<file path="src/rtl/wb_spi_pkg.sv">
// Shared definitions for the wb_spi Wishbone SPI master.
// Holds the register indices, CTRL/STATUS bit positions and the SPI FSM encoding.
package wb_spi_pkg;

  localparam int unsigned DIV_W  = 8;
  localparam int unsigned BYTE_W = 8;

  // Register indices decoded from adr_i[1:0]
  localparam logic [1:0] REG_DATA   = 2'd0;
  localparam logic [1:0] REG_CTRL   = 2'd1;
  localparam logic [1:0] REG_STATUS = 2'd2;

  // CTRL bit positions
  localparam int unsigned CTRL_CS_BIT  = 0;
  localparam int unsigned CTRL_IE_BIT  = 1;
  localparam int unsigned CTRL_DIV_LSB = 8;

  // STATUS bit positions
  localparam int unsigned STATUS_BUSY_BIT = 0;
  localparam int unsigned STATUS_OVR_BIT  = 1;
  localparam int unsigned STATUS_DONE_BIT = 2;

  typedef enum logic [1:0] {
    ST_IDLE = 2'd0,
    ST_LOW  = 2'd1,
    ST_HIGH = 2'd2
  } spi_state_t;

endpackage

</file>
<file path="src/rtl/wb_spi_shift.sv">
// SPI mode-0 byte engine: shift register, bit/phase counters, sck/mosi generation.
// Ports: clk, rst (sync, active-high), start (load tx_in and begin), div (half-period - 1),
//        tx_in, miso, sck, mosi, busy, done (one-cycle pulse at completion), rx_out.
module spi_shift
  import wb_spi_pkg::*;
(
  input  logic              clk,
  input  logic              rst,
  input  logic              start,
  input  logic [DIV_W-1:0]  div,
  input  logic [BYTE_W-1:0] tx_in,
  input  logic              miso,
  output logic              sck,
  output logic              mosi,
  output logic              busy,
  output logic              done,
  output logic [BYTE_W-1:0] rx_out
);

  spi_state_t        state, state_nxt;
  logic [BYTE_W-1:0] shift, shift_nxt;
  logic [2:0]        bit_cnt, bit_cnt_nxt;
  logic [DIV_W-1:0]  phase, phase_nxt;
  logic              sck_nxt, mosi_nxt, done_nxt;
  logic [BYTE_W-1:0] rx_nxt;

  assign busy = (state != ST_IDLE);

  // State and datapath registers
  always_ff @(posedge clk) begin
    if (rst) begin
      state   <= ST_IDLE;
      shift   <= '0;
      bit_cnt <= '0;
      phase   <= '0;
      sck     <= 1'b0;
      mosi    <= 1'b0;
      done    <= 1'b0;
      rx_out  <= '0;
    end else begin
      state   <= state_nxt;
      shift   <= shift_nxt;
      bit_cnt <= bit_cnt_nxt;
      phase   <= phase_nxt;
      sck     <= sck_nxt;
      mosi    <= mosi_nxt;
      done    <= done_nxt;
      rx_out  <= rx_nxt;
    end
  end

  // Next-state logic
  always_comb begin
    state_nxt = state;
    case (state)
      ST_IDLE: if (start) state_nxt = ST_LOW;
      ST_LOW:  if (phase == '0) state_nxt = ST_HIGH;
      ST_HIGH: if (phase == '0) state_nxt = (bit_cnt != 3'd0) ? ST_LOW : ST_IDLE;
      default: state_nxt = ST_IDLE;
    endcase
  end

  // Datapath/output next values; MISO sampled on the rising sck, MOSI moved on the falling sck
  always_comb begin
    shift_nxt   = shift;
    bit_cnt_nxt = bit_cnt;
    phase_nxt   = phase;
    sck_nxt     = sck;
    mosi_nxt    = mosi;
    done_nxt    = 1'b0;
    rx_nxt      = rx_out;
    case (state)
      ST_IDLE: begin
        if (start) begin
          shift_nxt   = tx_in;
          bit_cnt_nxt = 3'd7;
          phase_nxt   = div;
          mosi_nxt    = tx_in[BYTE_W-1];
        end
      end
      ST_LOW: begin
        if (phase == '0) begin
          sck_nxt   = 1'b1;
          shift_nxt = {shift[BYTE_W-2:0], miso};
          phase_nxt = div;
        end else begin
          phase_nxt = phase - DIV_W'(1);
        end
      end
      ST_HIGH: begin
        if (phase == '0) begin
          sck_nxt   = 1'b0;
          phase_nxt = div;
          if (bit_cnt != 3'd0) begin
            bit_cnt_nxt = bit_cnt - 3'd1;
            mosi_nxt    = shift[BYTE_W-1];
          end else begin
            rx_nxt   = shift;
            done_nxt = 1'b1;
          end
        end else begin
          phase_nxt = phase - DIV_W'(1);
        end
      end
      default: ;
    endcase
  end

endmodule

</file>
<file path="src/rtl/wb_spi.sv">
// Wishbone slave SPI master (mode 0, 8-bit, MSB first) with DATA/CTRL/STATUS registers.
// Ports: clk_i, rst_i (sync, active-high), Wishbone cyc_i/stb_i/we_i/adr_i/sel_i/dat_i/ack_o/dat_o,
//        SPI pins spi_sck/spi_mosi/spi_miso/spi_cs (active-low).
// Optional: define WB_SPI_IRQ_EN to add irq_o, CTRL.IE and STATUS.DONE.
module wb_spi
  import wb_spi_pkg::*;
#(
  parameter logic [DIV_W-1:0] DIV_DEFAULT = 8'd59
) (
  input  logic        clk_i,
  input  logic        rst_i,
  input  logic        cyc_i,
  input  logic        stb_i,
  input  logic        we_i,
  input  logic [29:0] adr_i,
  input  logic [3:0]  sel_i,
  input  logic [31:0] dat_i,
  output logic        ack_o,
  output logic [31:0] dat_o,
`ifdef WB_SPI_IRQ_EN
  output logic        irq_o,
`endif
  output logic        spi_sck,
  output logic        spi_mosi,
  input  logic        spi_miso,
  output logic        spi_cs
);

  logic [1:0]        reg_idx;
  logic              req, wr, data_wr;
  logic              start, ovr_set, ovr_clr;
  logic              busy, xfer_done;
  logic [BYTE_W-1:0] rx;
  logic [DIV_W-1:0]  div;
  logic              ovr;
  logic [31:0]       rdata;

  // A new request is taken only when ack_o is low, giving one ack per two cycles on a held stb
  assign reg_idx = adr_i[1:0];
  assign req     = cyc_i & stb_i & ~ack_o;
  assign wr      = req & we_i;
  assign data_wr = wr & (reg_idx == REG_DATA) & sel_i[0];
  assign start   = data_wr & ~busy;
  assign ovr_set = data_wr & busy;
  assign ovr_clr = wr & (reg_idx == REG_STATUS) & sel_i[0] & dat_i[STATUS_OVR_BIT];

`ifdef WB_SPI_IRQ_EN
  logic ie, done_flag, done_clr;
  assign done_clr = data_wr | (wr & (reg_idx == REG_STATUS) & sel_i[0] & dat_i[STATUS_DONE_BIT]);

  // Completion flag and interrupt; a completion in the same cycle as a clear wins
  always_ff @(posedge clk_i) begin
    if (rst_i) begin
      ie        <= 1'b0;
      done_flag <= 1'b0;
      irq_o     <= 1'b0;
    end else begin
      if (wr && (reg_idx == REG_CTRL) && sel_i[0]) ie <= dat_i[CTRL_IE_BIT];
      done_flag <= xfer_done | (done_flag & ~done_clr);
      irq_o     <= done_flag & ie;
    end
  end
`else
  logic unused_done;
  assign unused_done = xfer_done;
`endif

  logic unused_bits;
  assign unused_bits = ^{adr_i[29:2], dat_i[31:16], sel_i[3:2]};

  // Read mux
  always_comb begin
    rdata = '0;
    case (reg_idx)
      REG_DATA: rdata[BYTE_W-1:0] = rx;
      REG_CTRL: begin
        rdata[CTRL_CS_BIT]               = ~spi_cs;
        rdata[CTRL_DIV_LSB +: DIV_W]     = div;
`ifdef WB_SPI_IRQ_EN
        rdata[CTRL_IE_BIT]               = ie;
`endif
      end
      REG_STATUS: begin
        rdata[STATUS_BUSY_BIT] = busy;
        rdata[STATUS_OVR_BIT]  = ovr;
`ifdef WB_SPI_IRQ_EN
        rdata[STATUS_DONE_BIT] = done_flag;
`endif
      end
      default: rdata = '0;
    endcase
  end

  // Bus handshake and control registers; writes commit on the edge that raises ack_o
  always_ff @(posedge clk_i) begin
    if (rst_i) begin
      ack_o  <= 1'b0;
      dat_o  <= '0;
      spi_cs <= 1'b1;
      div    <= DIV_DEFAULT;
      ovr    <= 1'b0;
    end else begin
      ack_o <= req;
      dat_o <= (req && !we_i) ? rdata : '0;
      if (wr && (reg_idx == REG_CTRL)) begin
        if (sel_i[0]) spi_cs <= ~dat_i[CTRL_CS_BIT];
        if (sel_i[1]) div    <= dat_i[CTRL_DIV_LSB +: DIV_W];
      end
      ovr <= ovr_set | (ovr & ~ovr_clr);
    end
  end

  spi_shift u_shift (
    .clk    (clk_i),
    .rst    (rst_i),
    .start  (start),
    .div    (div),
    .tx_in  (dat_i[BYTE_W-1:0]),
    .miso   (spi_miso),
    .sck    (spi_sck),
    .mosi   (spi_mosi),
    .busy   (busy),
    .done   (xfer_done),
    .rx_out (rx)
  );

endmodule
</file>
<file path="config.mk">
export PLATFORM = sky130hd
export DESIGN_NAME = wb_spi
export DESIGN_NICKNAME = d
export VERILOG_FILES = /design/src/rtl/wb_spi_pkg.sv /design/src/rtl/wb_spi_shift.sv /design/src/rtl/wb_spi.sv
export SDC_FILE = /design/constraint.sdc
export NUM_CORES = 1
export LEC_CHECK = 0
export CORE_MARGIN = 2
export CORE_UTILIZATION = 50
export DETAILED_ROUTE_END_ITERATION = 12
export DONT_BUFFER_PORTS = 1
export GPL_TIMING_DRIVEN = 0
export PLACE_DENSITY_LB_ADDON = 0.25
export SLEW_MARGIN = 10
export SYNTH_ARGS = -nofsm -noshare
export SYNTH_HDL_FRONTEND = slang
export SYNTH_SLANG_ARGS = --single-unit
</file>
<file path="constraint.sdc">
create_clock -name clk_i -period 3.69 [get_ports clk_i]
set_input_delay 0.738 -clock clk_i [delete_from_list [all_inputs] [get_ports clk_i]]
set_output_delay 0.738 -clock clk_i [all_outputs]
set_load 0.05 [all_outputs]
</file>
==> impl_results.md <==
- P_int: 1.314 mW
- EDFF count, synth: 0
- Clk sink count: between 50 and 60
- CP Data Arrival Time: about 2.8 ns
- R2R Path End: u_shift.phase[6]$_SDFFE_PP0P_
- First-pass GRT wire length: around 10000 um
- Post-cts sizing count: 0
- Logic gate share of total power: a little under two fifths
- H-Tree Depth: 3
- Max-slew violation count: 0
- ANT cells: 0
- Stages on worst setup path: 5
- Detail Route Antenna Nets: 0
- Sw frac: 38.21%
- Initial antenna violation count: 0
- RePlAce Congestion: 0.8314
- Outcome: finished, final reports clean
- Clk slew on worst S/H paths: 0.06 ns
- Hold_buf cts: 0
- Post-route DRC: 0
- Worst Path Max Fanout: 10
- Die Ht: around 78 um
- Post-synthesis cell area: ~0.0027 sq mm
- Worst-Margin Slew: 0.9308 ns
- 1st-iter DRT viols: 186
- CP startpoint kind: flop
- Synthesis-stage register bit count: just under 60
- RSZ-0062 raised after global routing: no
- Worst Path Buf+Inv: 1
- Share of cells above drive strength 1: between 10% and 20%
- FFs w/ async S/R, synth: 0%
- Fmax: a little under 400 MHz
- Placeable Area: slightly above 0.005 sq mm
- Setup skew after layout: around 0.0074 ns
- Reg2reg start: ack_o$_SDFF_PP0_
- Setup tns final: 0 ns
- Final min period: 2.550 ns
- Reg2reg path depth: 5
- P_sw: just over 800 uW
- Final nets: around 400
- Worst-Skew Late Latency: 0.34 ns
- Crit path cell chain: and4b_1 -> a31oi_1 -> clkbuf_1 -> a211oi_1 -> o32ai_1
- Chip width: between 70 and 80 um
- WHS: 0.4539 ns
- Max Cap Viol: 0
- Via/cell ratio: approximately 5.6
- Seq pwr share: 36.1%
- VDD IR max: 0.3483 mV
- Total Routing Usage GR: between 20% and 30%
- Global route overflow: 0
- Row count: 26
- Crit. End Element: flop
- Area leader, netlist: dfxtp_1
- IO Pins: 108
- Crit share post-route: 69.11%
- Ys flop type: dfxtp_1
- Worst endpoint required time: around 3.9 ns
- Root buffer cell: clkbuf_8
- Slowest-stage cell, CP: dfxtp_1
- Post-layout util: roughly three fifths
- Final Cell Area: just over 0.003 sq mm
- Via Count: about 2.2k
- CP Class: flop to flop
- Initial core utilization: roughly 53%
- PnR Total Power: approximately 2.1 mW
- Clock Power Share: a little over a quarter
- Placed cell areas: 0.002870 sq mm
- Area Growth Syn to Fin: 12.07%
- CTS buffer count: 9
- HP Class: flop to flop
- Die ar.: 0.006059 sq mm
- Setup repair bufs after CTS: 0
- Mapped Cells: 292
- Synth top area cells: dfxtp_1 (43%), mux2i_1 (8.8%), buf_4 (4.4%), ha_1 (3.7%), a21oi_1 (3.5%)
- Clk buf depth: 2
- Routed len/inst: 15.36 um
- Synth cell count leaders: dfxtp_1 (58), mux2i_1 (24), nor2_1 (21), a21oi_1 (19)
- Final HPWL DP: ~4400 um
- Most frequent cell after synthesis: dfxtp_1
- Final WL: 6022 um
- Ys Warns: 0
- PortBufs: 0
- Slew margin rel.: a little under two fifths
- Leakage: between 1 and 1.5 nW
- CTS tree: built
- Max stage delay on crit path: about 0.66 ns
- Worst R2R Setup Slack: about 1.1 ns
- Largest net degree at the start of global routing: 11
- Fin. Hold Viols: 0
- First element of the critical path: ack_o$_SDFF_PP0_
- Sequential fraction of the synthesis area: between 40 and 50%
- Power Density: between 600 and 700 mW/mm^2
- Synth unique cells: 49
- Syn_area_per_cell: approximately 9.3 sq um
- First-pass detailed-route iteration total: 5
- CP endpoint: u_shift.phase[6]$_SDFFE_PP0P_
- Vias in the first global route: between 2k and 2.5k
- Post-synth top area share: a little over two fifths
- Final count of negative-setup-slack endpoints: 0
- Crit path max-delay family: compound AO/OA/AOI/OAI gates
per-stage QoR:
stage	setup slack, ns	std cells
floorplan	1.629	307
detailed placement	1.118	377
global route	0.9911	392
CTS	1.160	392
finish	1.140	392
global placement	1.175	377
area by class of cell:
cell class	instances	area [sq um]
Tap cell	70	87.58
Sequential cell	58	1161
Clock inverter	3	40.04
Multi-Input combinational cell	199	1364
Clock buffer	12	145.1
Inverter	16	60.06
Fill cell	471	2117
Buffer	34	197.7
power groups by stage:
stage	Clock, mW	Combinational [mW]	Sequential, mW
CTS	0.569	0.793	0.768
global route	0.592	0.887	0.775
finish	0.560	0.799	0.767
floorplan	0	0.629	0.767
detailed placement	0	0.784	0.781
global placement	0	0.775	0.779
placed cells by master, fill, tap and decap left out, types with 2 or more instances in the layout:
| master | count |
|---|---|
| nand3_1 | 3 |
| or3_1 | 3 |
| a21oi_1 | 19 |
| clkbuf_8 | 10 |
| buf_2 | 2 |
| o21ai_0 | 7 |
| ha_1 | 8 |
| buf_4 | 16 |
| inv_1 | 16 |
| a211oi_1 | 4 |
| mux2i_1 | 24 |
| o32ai_1 | 6 |
| nor2_1 | 21 |
| nand2_1 | 6 |
| and2_1 | 14 |
| dfxtp_1 | 58 |
| o21a_1 | 2 |
| conb_1 | 16 |
| nor3_1 | 10 |
| nand4_1 | 2 |
| or4_1 | 2 |
| clkinv_2 | 2 |
| a311oi_1 | 8 |
| a211o_1 | 7 |
| clkbuf_1 | 16 |
| a41oi_1 | 3 |
| a31o_2 | 2 |
| o211a_1 | 2 |
| nor2b_1 | 8 |
| a31oi_1 | 2 |
| nand2b_1 | 2 |
sequential cells by signal (all words and copies together), names as in the netlist, 2 cells and up:
signal,flops
dat_o,16
u_shift.rx_out,8
u_shift.shift,8
div,8
u_shift.phase,8
u_shift.bit_cnt,3
u_shift.state,2
logic make-up (layout without fill, tap and decap cells):
kind of cell,count (synthesis),count (layout),synth area share (%)
flops,58,58,42.59
buf+inv,50,65,9.454
mux,25,25,9.224
other cells,1,16,0.1375
fa+ha+maj,8,8,3.672
compound gates,69,69,18.17
simple gates,81,81,16.75
layer usage:
metal | routed length, um | GRT usage (%)
met5 | 0 | 0
met1 | 2799 | 29.19
met2 | 2737 | 33.10
met3 | 358 | 4.419
met4 | 127 | 9.643
worst min path at each step:
stage / start / to / slack (ns) / cells after the start
finish: u_shift.rx_out[5]$_SDFFE_PP0P_ / dat_o[5]$_SDFF_PP0_ / 0.45 / 1
global route: adr_i[0] / dat_o[1]$_SDFF_PP0_ / 0.47 / 1
CTS: u_shift.rx_out[7]$_SDFFE_PP0P_ / dat_o[7]$_SDFF_PP0_ / 0.46 / 1
detailed placement: u_shift.rx_out[7]$_SDFFE_PP0P_ / dat_o[7]$_SDFF_PP0_ / 0.45 / 1
global placement: u_shift.rx_out[6]$_SDFFE_PP0P_ / dat_o[6]$_SDFF_PP0_ / 0.44 / 1
floorplan: u_shift.rx_out[2]$_SDFFE_PP0P_ / dat_o[2]$_SDFF_PP0_ / 0.43 / 1
No activity file was read; power rests on OpenSTA's default activity.
